## src/rtl/mcu_frame_reader.sv

```systemverilog
// SPI master that reads one 32-byte sensor frame over the load/done/SCK link,
// checks the header byte and publishes the parsed quaternion/gyro fields.
module mcu_frame_reader #(
  parameter int          SCK_HALF     = 4,
  parameter int          DONE_TIMEOUT = 30000,
  parameter logic [7:0]  HEADER       = 8'hAA
) (
  input  logic        clk,
  input  logic        rst_n,
  input  logic        start,
  output logic        busy,
  output logic        load,
  input  logic        done,
  output logic        sck,
  output logic        sdo,
  input  logic        sdi,
  output logic        frame_valid,
  output logic        header_err,
  output logic        timeout_err,
  output logic [7:0]  flags1,
  output logic [63:0] quat1,
  output logic [47:0] gyro1,
  output logic [7:0]  flags2,
  output logic [63:0] quat2,
  output logic [47:0] gyro2
);

  localparam int TW = $clog2(DONE_TIMEOUT + 1);
  localparam int HW = $clog2(SCK_HALF);
  localparam logic [TW-1:0] TMO_LAST  = TW'(DONE_TIMEOUT - 1);
  localparam logic [HW-1:0] HALF_LAST = HW'(SCK_HALF - 1);

  typedef enum logic [2:0] {
    S_IDLE, S_LOAD, S_WAIT, S_SHIFT, S_PARSE, S_RELEASE, S_ABORT
  } state_t;

  state_t         state_q;
  logic           done_meta_q, done_sync_q;
  logic           busy_q, load_q, sck_q;
  logic           fv_q, he_q, te_q;
  logic [TW-1:0]  tmo_q;
  logic [HW-1:0]  half_q;
  logic [7:0]     bit_q;
  logic [255:0]   shift_q;
  logic [7:0]     flags1_q, flags2_q;
  logic [63:0]    quat1_q, quat2_q;
  logic [47:0]    gyro1_q, gyro2_q;

  logic [255:0]   shift_d;
  logic [TW-1:0]  tmo_d;
  logic           header_ok;

  always_comb begin
    shift_d   = {shift_q[254:0], sdi};
    tmo_d     = tmo_q + TW'(1);
    header_ok = (shift_q[255:248] == HEADER);
  end

  always_ff @(posedge clk or negedge rst_n) begin
    if (!rst_n) begin
      state_q     <= S_IDLE;
      done_meta_q <= 1'b0;
      done_sync_q <= 1'b0;
      busy_q      <= 1'b0;
      load_q      <= 1'b0;
      sck_q       <= 1'b0;
      fv_q        <= 1'b0;
      he_q        <= 1'b0;
      te_q        <= 1'b0;
      tmo_q       <= '0;
      half_q      <= '0;
      bit_q       <= '0;
      shift_q     <= '0;
      flags1_q    <= '0;
      quat1_q     <= '0;
      gyro1_q     <= '0;
      flags2_q    <= '0;
      quat2_q     <= '0;
      gyro2_q     <= '0;
    end else begin
      done_meta_q <= done;
      done_sync_q <= done_meta_q;
      fv_q        <= 1'b0;
      he_q        <= 1'b0;
      te_q        <= 1'b0;
      case (state_q)
        S_IDLE: begin
          if (start) begin
            state_q <= S_LOAD;
            busy_q  <= 1'b1;
            load_q  <= 1'b1;
            tmo_q   <= '0;
          end
        end
        // The LOAD cycle counts toward the timeout so the abort lands
        // exactly DONE_TIMEOUT clocks after load rises.
        S_LOAD: begin
          tmo_q   <= tmo_d;
          state_q <= S_WAIT;
        end
        S_WAIT: begin
          if (done_sync_q) begin
            state_q <= S_SHIFT;
            sck_q   <= 1'b0;
            half_q  <= '0;
            bit_q   <= '0;
          end else if (tmo_q == TMO_LAST) begin
            state_q <= S_ABORT;
            load_q  <= 1'b0;
            te_q    <= 1'b1;
          end else begin
            tmo_q <= tmo_d;
          end
        end
        // done is deliberately ignored here; the 8-bit bit counter wrapping
        // to zero marks the 256th rising edge, exit is on the following fall.
        S_SHIFT: begin
          if (half_q == HALF_LAST) begin
            half_q <= '0;
            sck_q  <= ~sck_q;
            if (!sck_q) begin
              shift_q <= shift_d;
              bit_q   <= bit_q + 8'd1;
            end else if (bit_q == 8'd0) begin
              state_q <= S_PARSE;
              load_q  <= 1'b0;
              fv_q    <= header_ok;
              he_q    <= ~header_ok;
              if (header_ok) begin
                flags1_q <= shift_q[247:240];
                quat1_q  <= shift_q[239:176];
                gyro1_q  <= shift_q[175:128];
                flags2_q <= shift_q[127:120];
                quat2_q  <= shift_q[119:56];
                gyro2_q  <= shift_q[55:8];
              end
            end
          end else begin
            half_q <= half_q + HW'(1);
          end
        end
        S_PARSE:   state_q <= S_RELEASE;
        S_ABORT:   state_q <= S_RELEASE;
        S_RELEASE: begin
          if (!done_sync_q) begin
            state_q <= S_IDLE;
            busy_q  <= 1'b0;
          end
        end
        default:   state_q <= S_IDLE;
      endcase
    end
  end

  assign busy        = busy_q;
  assign load        = load_q;
  assign sck         = sck_q;
  assign sdo         = 1'b0;
  assign frame_valid = fv_q;
  assign header_err  = he_q;
  assign timeout_err = te_q;
  assign flags1      = flags1_q;
  assign quat1       = quat1_q;
  assign gyro1       = gyro1_q;
  assign flags2      = flags2_q;
  assign quat2       = quat2_q;
  assign gyro2       = gyro2_q;

endmodule

```

## config.mk

```make
export PLATFORM = sky130hd
export DESIGN_NAME = mcu_frame_reader
export DESIGN_NICKNAME = d
export VERILOG_FILES = /design/src/rtl/mcu_frame_reader.sv
export SDC_FILE = /design/constraint.sdc
export NUM_CORES = 1
export LEC_CHECK = 0
export CAP_MARGIN = 20
export CORE_ASPECT_RATIO = 1.1
export CORE_MARGIN = 2
export CORE_UTILIZATION = 52
export CTS_BUF_LIST = sky130_fd_sc_hd__clkbuf_4
export CTS_CLUSTER_DIAMETER = 200
export DETAILED_ROUTE_END_ITERATION = 10
export PLACE_DENSITY_LB_ADDON = 0.12
export SLEW_MARGIN = 40
export SYNTH_ARGS = -nofsm -noshare
export SYNTH_HDL_FRONTEND = slang
export SYNTH_SLANG_ARGS = --single-unit
export TNS_END_PERCENT = 5
```

## constraint.sdc

```tcl
create_clock -name clk -period 2.1 [get_ports clk]
set_input_delay 0.315 -clock clk [delete_from_list [all_inputs] [get_ports clk]]
set_output_delay 0.315 -clock clk [all_outputs]
set_load 0.05 [all_outputs]
```

# == After elaboration in Yosys (flattened, before gate mapping) ==
# Index checks and enable logic that the tools add are counted.
# totals
reg_bits,532
input_bits,5
output_inout_bits,247
# classes
n_addsub,3
eq_ne,20
n_mux,42
bitwise_logic,2
reduce_logical,16
# op_table
operator,count
two-way mux 15 bit,3
case mux 15 bit (3 select lines),1
two-way mux 8 bit,3
two-way mux 3 bit,7
two-way mux 1 bit,20
inequality test 2 bit (second input constant),10
case mux 3 bit (6 select lines),1
case mux 8 bit (2 select lines),1
adder 15 x 1 -> 15 bit (second input constant),1
equality test 15 bit (second input constant),1
equality test 3 bit (second input constant),3
AND reduction 3 bit,3
adder 8 x 1 -> 8 bit (second input constant),1
equality test 8 bit (second input constant),1
logical NOT 8 bit,1
AND reduction 4 bit,2
AND reduction 7 bit,1
equality test 3 x 2 -> 1 bit (second input constant),2
AND reduction 6 bit,1
nonzero test 3 bit,2
AND reduction 5 bit,1
two-way mux 2 bit,2
case mux 1 bit (2 select lines),2
case mux 2 bit (2 select lines),1
10 further kinds,12

# == Longest topological paths before layout ==
# Gate-level depths: netlist of run 1.
# depth
word_depth,6
depth_mapped,7
mapped_depth_nobuf,6

# == Worst setup path after synthesis of run 1 ==
# No wires, ideal clock.
# synth_path
path_kind,register to register
startpoint,register sck_q (netlist: sck)
endpoint,register flags1_q[0] (netlist: flags1[0])
setup_ns,0.125
t_arrival_ns,2.211
slack_ns,-0.236
path_stages_with_launch,8
n_path_buf,3
synth_period_minus_slack_ns,2.336
cell_sequence,dfrtp_1 clkbuf_1 nor4b_1 nand4_1 nor3_2 buf_2 buf_2 mux2_2
# synth_via
elab_chain_len,1
# synth_lines
item,line,rtl
"start, declared",39,"logic busy_q, load_q, sck_q;"
"start signal, assigned",120,sck_q <= ~sck_q;
AND reduction 5 bit (no source line),--,
"end signal, assigned",130,flags1_q <= shift_q[247:240];
"end, declared",45,"logic [7:0] flags1_q, flags2_q;"
# No other way between the ends.
# A chain may end at the register's enable or synchronous reset.

# == Final worst setup path of run 1 ==
# layout_path
startpoint,register bit_q[0]
endpoint,register quat2_q[40] (netlist: quat2[40])
# layout_via
elab_chain_len,2
# layout_lines
item,line,rtl
"start, declared",43,logic [7:0] bit_q;
"start signal, assigned",123,bit_q <= bit_q + 8'd1;
logical NOT 8 bit,124,end else if (bit_q == 8'd0) begin
AND reduction 5 bit (no source line),--,
"end signal, assigned",134,quat2_q <= shift_q[119:56];
"end, declared",46,"logic [63:0] quat1_q, quat2_q;"
# No other way between the ends.

==> reports/results.txt, run 1 <==
Worst setup slack after layout - -0.134 ns
Starting Density - 52.4%
Layout Cells excl Fill - 2265
Async SR Flop Fraction - 100%
F_max - 448 MHz
DR pass1 iterations - 4
Placed insts - 2031
CTS buffer count - 139
Worst Hold Class - primary input to register
Ports - 252
Most used flip-flop cell after synthesis - dfrtp_1
Post-synth top area share - 65.3%
Worst skew pair latency - 0.83 ns
Crit start category - register
Sequential fraction of the synthesis area - 65.3%
Net total in the final layout - 1680
Post-synthesis register bit count - 532
Peak supply drop - 0.000433 V
Die ar. - 40800 um2
Final GP Congestion - 0.809
Worst setup EP type - register
Post-DRT Antenna Nets - 0
Failing checks - negative setup slack
Unrepaired setup endpoints after global routing - yes
Crit path required time - 2.78 ns
Logic gate share of total power - 10.2%
Gr busiest metal - met2
Multi-input logic area - 6970 um2
Final hold violation count - 0
Largest net degree at the start of global routing - 68
Via count - 11998
Min-Delay Path Depth - 2
Routed wire per std cell - 18.1 um
CP Max Fanout - 35
CTS Sinks - 532
Vias in the first global route - 12832
Max Slew Vio Count - 0
Core ar. - 38900 um2
Leak - 0.0132 uW
Die Y - 212 um
Post-Syn Instances - 1268
IO buf count - 250
DRC viols - 0
Setup_tns - -15.98 ns
CTS max path bufs - 3
Yosys warns - 0
CTS tree - built
Tcrit/Tclk final - 106%
GR Overflow Total - 0
Reg clk slew, reported paths - 0.06 ns
Iter 0 DRT Violations - 445
Die Width - 193 um
Initial antenna violation count - 1
GRT Util Overall - 20.5%
Setup CP Type - register to register
Clock skew - 0.0481 ns
Max-cap violations - 0
First-pass GRT wire length - 66100 um
M3 GR Usage - 6.12%
Design Power - 21500 uW
Int Pwr - 16100 uW
Post-DP HPWL - 26000 um
Switch Pwr - 5390 uW
Register area - 13300 um2
Netlist area before placement - 20400 um2
Max transition margin - 61.8%
Share of cells above drive strength 1 - 51.4%
GR Layer Usage met2 - 31.0%
Count of cell types in the netlist - 54
GR Layer Usage met1 - 27.8%
DRT Wirelength - 41000 um
Seq pwr share - 49.3%
Reg-to-reg startpoint - bit_q[0]$_DFFE_PN0P_
Cell Pwr Density - 825 nW/um2
Worst setup startpoint - bit_q[0]$_DFFE_PN0P_
Largest area contributor in the netlist - dfrtp_1
Syn-to-layout area delta - 27.7%
Endpoints failing setup - 228
Worst Path Arrival - 2.91 ns
Via density - 5.30
Status - complete, but fails checks
Crit path time final - 2.23 ns
Place WS - -0.111 ns
Worst-Margin Slew - 0.575 ns
Root Driver - clkbuf_4
Num rows - 76
Reg2Reg Depth - 7
Clock Power Share - 40.6%
Syn_nets - 1277
Switching Share - 25.1%
EDFF count, synth - 0
Synthesized area per cell - 16.1 um2
Layout fillers - 2889
H-tree Lvls - 4
Min-delay src - sdi
Synth area leaders - dfrtp_1 65%, mux2_2 27%, buf_2 1.3%, a211oi_1 0.41%, nand2_1 0.26%
cells in the mapped netlist, types with 5 or more instances:
| cell | count |
|---|---|
| inv_1 | 12 |
| and3_1 | 5 |
| o21ai_0 | 6 |
| clkbuf_1 | 10 |
| o31ai_1 | 5 |
| buf_2 | 54 |
| xnor2_1 | 6 |
| nand4_1 | 7 |
| dfrtp_1 | 532 |
| a211oi_1 | 11 |
| nand2b_1 | 5 |
| mux2_2 | 497 |
| nand2_1 | 14 |
| nand3_1 | 8 |
| nor2_1 | 12 |
| a21oi_1 | 6 |
through the flow:
stage | hold WS (ns) | cell area (um2) | utilization, %
finish | 0.153 | 26000 | 66.9
global route | 0.0753 | 26000 | 66.9
CTS | 0.0678 | 25800 | 66.3
detailed placement | 0.300 | 24000 | 61.8
global placement | 0.301 | 24000 | 61.8
floorplan | 0.0194 | 20500 | -
sequential cells by signal (all words and copies together) (netlist names), 2 cells and up:
register	cells
quat1	64
flags1	8
gyro2	48
flags2	8
shift_q	256
state_q	3
tmo_q	15
gyro1	48
bit_q	8
quat2	64
half_q	2
path summary, 6_finish.rpt:
check,end,slack [ns]
worst max-delay path,quat2[40]$_DFFE_PN0P_,-0.13
worst max register to register,quat2[40]$_DFFE_PN0P_,-0.13
min in group asynchronous,done_meta_q$_DFF_PN0_,0.54
worst min-delay path,shift_q[0]$_DFFE_PN0P_,0.15
worst min register to register,done_sync_q$_DFF_PN0_,0.34
max in group asynchronous,gyro1[23]$_DFFE_PN0P_,0.88
timing repair:
| item | 4_1_cts | 5_1_grt |
|---|---|---|
| cloned | 0 | 2 |
| endpoints found under the hold margin | 533 | 0 |
| setup endpoints to repair | 491 | 430 |
| hold buffers | 4 | 0 |
| gates resized for setup | 463 | 134 |
| pin swaps | 1 | 1 |
| buffers inserted | 0 | 0 |
cells in the final DEF (no fill, tap or decap), drive strengths merged, types with 4 or more instances in the layout:
cell	count
a21oi	7
nand4	7
and4	4
dlygate4sd2	57
nand2	14
o21ai	6
buf	76
ha	4
nor3	4
mux2	497
nor2	12
a31oi	4
clkbuf	230
clkdlybuf4s15	161
dfrtp	532
nand2b	5
and2	4
inv	16
nor3b	5
o31ai	6
and3	5
a21o	4
clkinv	14
xnor2	6
a211oi	11
nand3	8
cell families after synthesis:
family	after synthesis	synth area share, %
mux	500	27.6
simple gates	90	2.69
compound gates	57	2.06
other cells	1	0.0184
xor+xnor	6	0.258
buf+inv	78	1.79
flops	532	65.3
fa+ha+maj	4	0.246
critical path, stage by stage (launching register included):
cell and delay, ns:
dfrtp_1 0.38, inv_1 0.06, ha_1 0.13, or4b_4 0.48, nor3_4 0.20, buf_6 0.22, buf_16 0.23, mux2_2 0.37
layer usage:
layer	wire, um	part of all wire (%)
met5	0	0
met3	2240	5.5
met2	19400	47
met1	18500	45
met4	848	2.1
cell type report:
class / count / area share [%]
timing repair buffer: 328 / 12.9
clock inverter: 24 / 0.717
antenna: 2 / 0.0192
clock buffer: 202 / 5.83
multi-input combinational: 658 / 26.8
sequential: 532 / 51.2
inverter: 12 / 0.173
tap: 507 / 2.44
power groups by stage:
| stage | clock [uW] | sequential [uW] | combinational [uW] |
|---|---|---|---|
| final | 8700 | 10600 | 2180 |
| after global routing | 9600 | 10600 | 2420 |
| after CTS | 9050 | 10600 | 2170 |
| after detailed placement | 0 | 10800 | 2150 |
| after global placement | 0 | 10700 | 2110 |
| after floorplan | 0 | 10800 | 1160 |
(Power assumes the default switching activity.)
==> run 2: changes to the inputs <==
Settings changed: SLEW_MARGIN 40 to 20.
==> results of run 2 <==
The final DEF is identical to that of run 1; final timing and power are the same.
